`config.mk`:
```
export PLATFORM = sky130hd
export DESIGN_NAME = rx_queue
export DESIGN_NICKNAME = d
export VERILOG_FILES = /design/src/rtl/rx_queue_pkg.sv /design/src/rtl/rx_queue_pkt_buf.sv /design/src/rtl/rx_queue.sv
export SDC_FILE = /design/constraint.sdc
export NUM_CORES = 1
export LEC_CHECK = 0
export ABC_AREA = 1
export BUFFER_PORTS_ARGS = -buffer_cell sky130_fd_sc_hd__buf_2
export CAP_MARGIN = 10
export CORE_UTILIZATION = 60
export CTS_CLUSTER_DIAMETER = 150
export DETAILED_ROUTE_END_ITERATION = 8
export PLACE_DENSITY = 0.77
export SYNTH_ARGS = -nofsm -noshare
export SYNTH_HDL_FRONTEND = slang
export SYNTH_HIERARCHICAL = 1
export SYNTH_SLANG_ARGS = --single-unit
```
`constraint.sdc`:
```
create_clock -name clk -period 1.7 [get_ports clk]
set_input_delay 0.425 -clock clk [delete_from_list [all_inputs] [get_ports clk]]
set_output_delay 0.425 -clock clk [all_outputs]
set_load 0.05 [all_outputs]
```
`src/rtl/rx_queue_pkg.sv`:
```
// Shared definitions for the rx_queue slice: FSM encodings and
// the flit field helpers used by the write path.
package rx_queue_pkg;

  typedef enum logic [1:0] {
    W_IDLE,
    W_LATCHED,
    W_RC,
    W_STORE
  } w_state_e;

  typedef enum logic [1:0] {
    R_IDLE,
    R_WAIT,
    R_SEND
  } r_state_e;

  // Head flag sits in the flit MSB; destination is everything below it.
  function automatic int head_bit(input int size);
    return size - 1;
  endfunction

  function automatic logic [7:0] sat_inc(input logic [7:0] v);
    return (v == 8'hFF) ? v : v + 8'd1;
  endfunction

endpackage

```
`src/rtl/rx_queue_pkt_buf.sv`:
```
// Packet slot storage: one synchronous write port and one
// combinational read port; contents are never reset.
module pkt_buf #(
  parameter int W  = 8,
  parameter int AW = 4
) (
  input  logic          clk,
  input  logic          we,
  input  logic [AW-1:0] waddr,
  input  logic [W-1:0]  wdata,
  input  logic [AW-1:0] raddr,
  output logic [W-1:0]  rdata
);

  logic [W-1:0] mem_q [2**AW];

  always_ff @(posedge clk) begin
    if (we) mem_q[waddr] <= wdata;
  end

  assign rdata = mem_q[raddr];

endmodule

```
`src/rtl/rx_queue.sv`:
```
// Receive queue: two-phase flit channel in, routed packet slots,
// four-phase switch request out.
module rx_queue
  import rx_queue_pkg::*;
#(
  parameter int ID           = 0,
  parameter int SIZE         = 8,
  parameter int PKT_BITS     = 3,
  parameter int SLOT_BITS    = 1,
  parameter int PORT_BITS    = 8,
  parameter int SINK_PACKETS = 0
) (
  input  logic                 clk,
  input  logic                 reset,
  input  logic                 ch_req,
  input  logic [SIZE-1:0]      ch_flit,
  output logic                 ch_ack,
  output logic                 sw_req,
  output logic [PORT_BITS-1:0] sw_chnl,
  input  logic                 sw_gnt,
  input  logic [PKT_BITS-1:0]  buf_addr,
  output logic [SIZE-1:0]      buf_data,
  output logic [SIZE-2:0]      table_addr,
  input  logic [PORT_BITS-1:0] table_data,
  output logic [SLOT_BITS:0]   slots_used,
  output logic [7:0]           err_count
);

  localparam int NSLOT = 2**SLOT_BITS;
  localparam int CW    = SLOT_BITS + 1;
  localparam int HB    = head_bit(SIZE);

  if (ID < 0) begin : g_bad_id
    $error("rx_queue: ID must be non-negative");
  end

  w_state_e w_state_q, w_state_d;
  r_state_e r_state_q, r_state_d;

  logic                 req_seen_q, req_seen_d;
  logic                 ack_q, ack_d;
  logic [SIZE-1:0]      flit_q, flit_d;
  logic [PKT_BITS-1:0]  flit_idx_q, flit_idx_d;
  logic [SLOT_BITS-1:0] wr_slot_q, wr_slot_d;
  logic [SLOT_BITS-1:0] rd_slot_q, rd_slot_d;
  logic [CW-1:0]        slots_q, slots_d;
  logic [7:0]           err_q, err_d;
  logic [SIZE-2:0]      taddr_q, taddr_d;
  logic                 sw_req_q, sw_req_d;
  logic [PORT_BITS-1:0] sw_chnl_q, sw_chnl_d;
  logic [PORT_BITS-1:0] port_q [NSLOT];

  logic req_pend, stall, is_head, idx_zero;
  logic mem_we, port_we, pkt_done, pkt_keep;
  logic slot_free, err_inc;

  assign req_pend = ch_req != req_seen_q;
  assign idx_zero = flit_idx_q == '0;
  assign stall    = idx_zero && (slots_q == CW'(NSLOT));
  assign is_head  = flit_q[HB];

  always_comb begin : next_state
    w_state_d = w_state_q;
    r_state_d = r_state_q;
    unique case (w_state_q)
      W_IDLE:
        if (req_pend && !stall) w_state_d = W_LATCHED;
      W_LATCHED:
        if (is_head)       w_state_d = W_RC;
        else if (idx_zero) w_state_d = W_IDLE;
        else               w_state_d = W_STORE;
      W_RC:    w_state_d = W_STORE;
      W_STORE: w_state_d = W_IDLE;
      default: w_state_d = W_IDLE;
    endcase
    unique case (r_state_q)
      R_IDLE: if (slots_q != '0) r_state_d = R_WAIT;
      R_WAIT: if (sw_gnt)        r_state_d = R_SEND;
      R_SEND: if (!sw_gnt)       r_state_d = R_IDLE;
      default: r_state_d = R_IDLE;
    endcase
  end

  always_comb begin : outputs
    req_seen_d = req_seen_q;
    ack_d      = ack_q;
    flit_d     = flit_q;
    flit_idx_d = flit_idx_q;
    wr_slot_d  = wr_slot_q;
    rd_slot_d  = rd_slot_q;
    slots_d    = slots_q;
    err_d      = err_q;
    taddr_d    = taddr_q;
    sw_req_d   = sw_req_q;
    sw_chnl_d  = sw_chnl_q;
    mem_we     = 1'b0;
    port_we    = 1'b0;
    pkt_done   = 1'b0;
    slot_free  = 1'b0;
    err_inc    = 1'b0;
    unique case (w_state_q)
      W_IDLE:
        if (req_pend && !stall) begin
          flit_d     = ch_flit;
          req_seen_d = ch_req;
        end
      W_LATCHED:
        if (is_head) begin
          taddr_d = flit_q[SIZE-2:0];
          // A head mid-packet restarts the packet in place.
          if (!idx_zero) begin
            err_inc    = 1'b1;
            flit_idx_d = '0;
          end
        end else if (idx_zero) begin
          err_inc = 1'b1;
          ack_d   = ~ack_q;
        end
      W_RC: port_we = 1'b1;
      W_STORE: begin
        mem_we     = 1'b1;
        ack_d      = ~ack_q;
        flit_idx_d = flit_idx_q + PKT_BITS'(1);
        pkt_done   = &flit_idx_q;
      end
      default: ;
    endcase
    unique case (r_state_q)
      R_IDLE:
        if (slots_q != '0) begin
          sw_req_d  = 1'b1;
          sw_chnl_d = port_q[rd_slot_q];
        end
      R_WAIT:
        if (sw_gnt) sw_req_d = 1'b0;
      R_SEND:
        if (!sw_gnt) begin
          slot_free = 1'b1;
          rd_slot_d = rd_slot_q + SLOT_BITS'(1);
        end
      default: ;
    endcase
    pkt_keep = pkt_done && (SINK_PACKETS == 0);
    if (pkt_keep) wr_slot_d = wr_slot_q + SLOT_BITS'(1);
    unique case ({pkt_keep, slot_free})
      2'b10:   slots_d = slots_q + CW'(1);
      2'b01:   slots_d = slots_q - CW'(1);
      default: ;
    endcase
    if (err_inc) err_d = sat_inc(err_q);
  end

  always_ff @(posedge clk or negedge reset) begin
    if (!reset) begin
      w_state_q  <= W_IDLE;
      r_state_q  <= R_IDLE;
      req_seen_q <= 1'b0;
      ack_q      <= 1'b0;
      flit_q     <= '0;
      flit_idx_q <= '0;
      wr_slot_q  <= '0;
      rd_slot_q  <= '0;
      slots_q    <= '0;
      err_q      <= '0;
      taddr_q    <= '0;
      sw_req_q   <= 1'b0;
      sw_chnl_q  <= '0;
    end else begin
      w_state_q  <= w_state_d;
      r_state_q  <= r_state_d;
      req_seen_q <= req_seen_d;
      ack_q      <= ack_d;
      flit_q     <= flit_d;
      flit_idx_q <= flit_idx_d;
      wr_slot_q  <= wr_slot_d;
      rd_slot_q  <= rd_slot_d;
      slots_q    <= slots_d;
      err_q      <= err_d;
      taddr_q    <= taddr_d;
      sw_req_q   <= sw_req_d;
      sw_chnl_q  <= sw_chnl_d;
    end
  end

  always_ff @(posedge clk) begin
    if (port_we) port_q[wr_slot_q] <= table_data;
  end

  pkt_buf #(
    .W  (SIZE),
    .AW (SLOT_BITS + PKT_BITS)
  ) u_buf (
    .clk   (clk),
    .we    (mem_we),
    .waddr ({wr_slot_q, flit_idx_q}),
    .wdata (flit_q),
    .raddr ({rd_slot_q, buf_addr}),
    .rdata (buf_data)
  );

  assign ch_ack     = ack_q;
  assign sw_req     = sw_req_q;
  assign sw_chnl    = sw_chnl_q;
  assign table_addr = taddr_q;
  assign slots_used = slots_q;
  assign err_count  = err_q;

endmodule
```
# ---- After elaboration in Yosys (flattened, before gate mapping)
# Memories as Yosys holds them, arrays and structs flattened. A register that Yosys moved wholly into a read port is not among the register bits.
# Cells that the tools add are included.
dict set report classes {
  add_sub_neg 6
  n_eq_ne 18
  n_mux 31
  bitwise 3
  n_reduce_logical 21
}
# cell count
set op_table {}
lappend op_table {{$mux W1} 17}
lappend op_table {{$ne A2 B2 Y1 const B} 8}
lappend op_table {{$reduce_and A3 Y1} 5}
lappend op_table {{$mux W2} 6}
lappend op_table {{$eq A2 B2 Y1 const B} 5}
lappend op_table {{$reduce_and A2 Y1} 5}
lappend op_table {{$add A8 B1 Y8 const B} 1}
lappend op_table {{$eq A8 B8 Y1 const B} 1}
lappend op_table {{$pmux W2 S4} 1}
lappend op_table {{$reduce_bool A2 Y1} 4}
lappend op_table {{$eq A2 B1 Y1 const B} 3}
lappend op_table {{$mux W3} 2}
lappend op_table {{$pmux W2 S3} 1}
lappend op_table {{$pmux W3 S2} 1}
lappend op_table {{$logic_not A2 Y1} 2}
lappend op_table {{$pmux W1 S2} 2}
lappend op_table {{$pmux W2 S2} 1}
lappend op_table {{$add A3 B1 Y3 const B} 1}
lappend op_table {{$logic_not A3 Y1} 1}
lappend op_table {{$not A1 Y1} 3}
lappend op_table {{$add A1 B1 Y1 const B} 2}
lappend op_table {{$add A2 B1 Y2 const B} 1}
lappend op_table {{$logic_and A1 B1 Y1} 2}
lappend op_table {{$logic_not A1 Y1} 2}
lappend op_table {{2 further kinds} 2}
dict set report word_totals {
  register_bits 37
  mem_bits_rw 144
  in_bits 23
  output_inout_bits 35
  elab_cells 93
  mem_count 2
}
# memory words width read_ports rd_clocked_by_memory_dff write_ports line
set mem_list {}
lappend mem_list {u_buf.mem_q 16 8 1 0 1 rx_queue_pkt_buf.sv:15} ;# logic [W-1:0] mem_q [2**AW];
lappend mem_list {port_q 2 8 1 1 1 rx_queue.sv:51} ;# logic [PORT_BITS-1:0] port_q [NSLOT];

# ---- Longest topological paths before layout
dict set report logic_depth {
  ltp_word 6
  ltp_mapped 10
  mapped_depth_nobuf 10
}

# ---- Modules after synthesis
# Netlist, hierarchy kept.
# mod instances cells_each area_per_inst_um2 seq_area_each_um2
set by_module_without_submodules {}
lappend by_module_without_submodules {pkt_buf 1 543 5606.6 3843.7}
lappend by_module_without_submodules {rx_queue 1 273 2693.8 1606.5}

# ---- Worst setup path after synthesis
# Ideal clock, no wire load.
dict set report synth_path {
  path_kind {input to output}
  startpoint {in buf_addr[1]}
  endpoint {out buf_data[5]}
  t_arrival_ns 1.364
  t_required_ns 1.275
  path_slack_ns -0.089
  stages 7
  path_buffers 2
  path_cell_list {buf_2 -> inv_2 -> buf_2 -> nand3_1 -> nand3_1 -> nand3_1 -> nand2_1}
}
dict set report synth_via {
  elab_chain_cells 1
}
# element line
set synth_rtl {}
lappend synth_rtl {{start, declared} rx_queue.sv:21} ;# input logic [PKT_BITS-1:0] buf_addr,
lappend synth_rtl {{$mem_v2 Z16 W8} -}
lappend synth_rtl {{end, declared} rx_queue.sv:22} ;# output logic [SIZE-1:0] buf_data,
# Every way passes these cells.

# ---- Worst setup path after layout
dict set report layout_path {
  startpoint {mem u_buf.mem_q[3][7]}
  endpoint {out buf_data[7]}
}
dict set report layout_via {
  elab_chain_cells 1
}
# element line
set layout_rtl {}
lappend layout_rtl {{start, declared} rx_queue_pkt_buf.sv:15}
lappend layout_rtl {{$mem_v2 Z16 W8} -}
# Every way passes these cells.

==> results.ini <==
[logic_synthesis]
ys_top_cells_by_area=edfxtp_1, dfrtp_1, nand2_1
synth.avg_cell_area_sq_um=10.2
syn_area_sq_mm=0.00830
synth-simple-area-share=0.217
synth.distinct_cells=30
synth_mux_area_frac=0
synth_async_sr_flop_share=0.238
synth_top_family_by_area=simple AND/OR/NAND/NOR gates
yosysTopAreaCell=edfxtp_1
ys_seq_elements=189
yosysTopAreaCellShare=0.521
syn_nets=846
synthAdderAreaFrac=0.0106
synth_xor_area_frac=0.00739
synth-compound-area-share=0.0214
yosysWarnings=6
ys_seq_area_frac=0.657
synth_cells=816
ys.flop_type=edfxtp_1
synth-edff-count=144

[placed_design]
placed_cells=1061
portBuffers=57
dp.final_hpwl_um=11800
place_congestion=0.869

[setup_path]
cp_max_fo=1
path_class=reg -> out
crit_path_end_kind=primary output
critical_path.startpoint_type=flip-flop
ff2ff_setup_slack_ps=70
cp_data_arrival_time_ps=1470
worst-r2r-cell-count=5
worstPathRequired_ps=1270

[grt]
grt_pass1_vias=5884
grt_usage=0.281
busiest_layer=met2
grt_pass1_wl_um=29900
grtUsageMet2=0.467
overflow=0
antenna_found_initial=0
grt_util_met1=0.361
grt_max_degree=46
use_met3=0.0466

[drt]
vias=5943
viasPerCell=5.40
routed_wl_um=18600
antenna_left=0
first_pass_iters=5
drc_errors=0
wl_per_cell_um=16.9
drt_iter0_drc=568

[finish]
final_cell_mix=nand2_1, edfxtp_1, inv_1, nand3_1, nand3_2
drive_gt1_frac=0.240
fin_nets=941
utilization=0.754
diodes=0
final_common_cell=nand2_1
fillerInstances=878
synthToLayoutAreaGrowth_pct=21.3
regArea_sq_mm=0.00545
multiInputGateArea_sq_mm=0.00242
stdcell_count=1100

[sta]
min_period_ps=1890
setup_slack_ps=-191
clock.fmax_mhz=529
setup_viol=8
slew_headroom=0.559
finalClockSkew_ps=8.53
rsz0062_at_grt=true
worst_slew_pin_slew_ps=662
finalCritPeriodShare=1.11
drv_slew=0
hold_viol=0

[clock_tree]
cts_root_buffer=clkbuf_16
cts.sinks=189
cts-hold-fix-buffers=0
numCtsBuffers=17
cts_max_level=4
clkTransAtPathRegs_ps=70
cts_tree=yes
clock_path_buffers=2
insertion_delay_ps=430

[power]
total_power_mw=15.7
ir_drop_mv=1.29
leakagePower_nw=4.56
power_density_mw_per_mm2=1560

[job]
drv_cap=0

[floorplan]
fp.coreArea_sq_mm=0.0133
io_pins=58
die_w_um=120
dieArea_sq_mm=0.0143
die_y_um=120
rows=42
initial_core_util=0.622

[min_path]
hold_path_class=in -> async

[status]
outcome=complete, but fails checks
violations=setup timing

==> synth_stat cells, types with 3 or more instances <==
master and n:
a21oi_1 5, a31oi_1 7, buf_2 18, buf_4 6, buf_6 6, dfrtp_1 45, edfxtp_1 144, ha_1 7
inv_1 126, inv_2 6, nand2_1 257, nand3_1 108, nand3b_1 3, nand4_1 9, nor2_1 32, o21ai_0 10
o21ai_1 6, xnor2_1 3, xor2_1 4
==> what timing repair did <==
item                                    CTS  global route
endpoints found under the setup margin    8            35
buffers inserted                          0             4
pin swaps                                17            19
cloned                                    2             1
resized for setup                        58            42
==> logic make-up after synthesis <==
logic type               count (synthesis)
AO/OA/AOI/OAI                           30
flip-flops                             189
AND/OR/NAND/NOR                        418
adder cells (fa/ha/maj)                  7
XOR/XNOR                                 7
buffers and inverters                  165
==> metrics by stage <==
step                setup WS [ps]  hold slack [ps]  instance area (sq um)  setup TNS, ps
floorplan                    19.6              129                   8320              0
global placement             -320              457                   8980          -2140
detailed placement           -367              469                   8980          -2380
CTS                          -168             85.1                   9830          -1280
global route                 -256              116                  10100          -1840
finish                       -191             69.0                  10100          -1310
==> layout make-up <==
class,instances,share of cell area
clock buffers,23,0.0496
flip-flops and latches,189,0.542
clock inverters,9,0.00820
repair buffers,108,0.0879
multi-input cells,462,0.240
well taps,176,0.0219
inverters,133,0.0506
==> registers in the layout, indices dropped and copies added (netlist names), named ones only <==
register / count
ch_ack: 1
err_count: 8
flit_idx_q: 3
flit_q: 8
port_q: 16
r_state_q: 2
rd_slot_q: 1
req_seen_q: 1
slots_used: 2
sw_chnl: 8
sw_req: 1
table_addr: 7
u_buf/mem_q: 128
w_state_q: 1
wr_slot_q: 1
==> metal layers <==
layer | routed length, um | vias up
met4 | 598 | 0
met1 | 7520 | 2841
met2 | 9230 | 241
met5 | 0 | -
li1 | - | 2821
met3 | 1220 | 40
==> worst max-delay path: stages, from the launching register on <==
cell	delay [ps]
edfxtp_1	420
inv_1	100
nand2_1	60
nand3_2	80
nand3_2	80
nand3_2	90
nand2_2	60
buf_8	150
==> where the power goes <==
group	switching (mW)	leakage, nW	internal [mW]
Combinational	3.65	2.40	1.57
Sequential	0.531	1.87	6.11
Clock	1.64	0.293	2.22
Total	5.82	4.56	9.90
==> final timing paths <==
kind / from / to
setup / recovery: u_buf/mem_q[3][7] / buf_data[7]
hold / removal: reset / sw_chnl[1]
setup reg to reg: flip-flop / u_buf/mem_q[7][5]
hold reg to reg: flit_q[3] / flit_q[3]
max in group asynchronous: reset / rd_slot_q
min in group clk: sw_gnt / r_state_q[0]
Power figures use the tool's default switching activity.
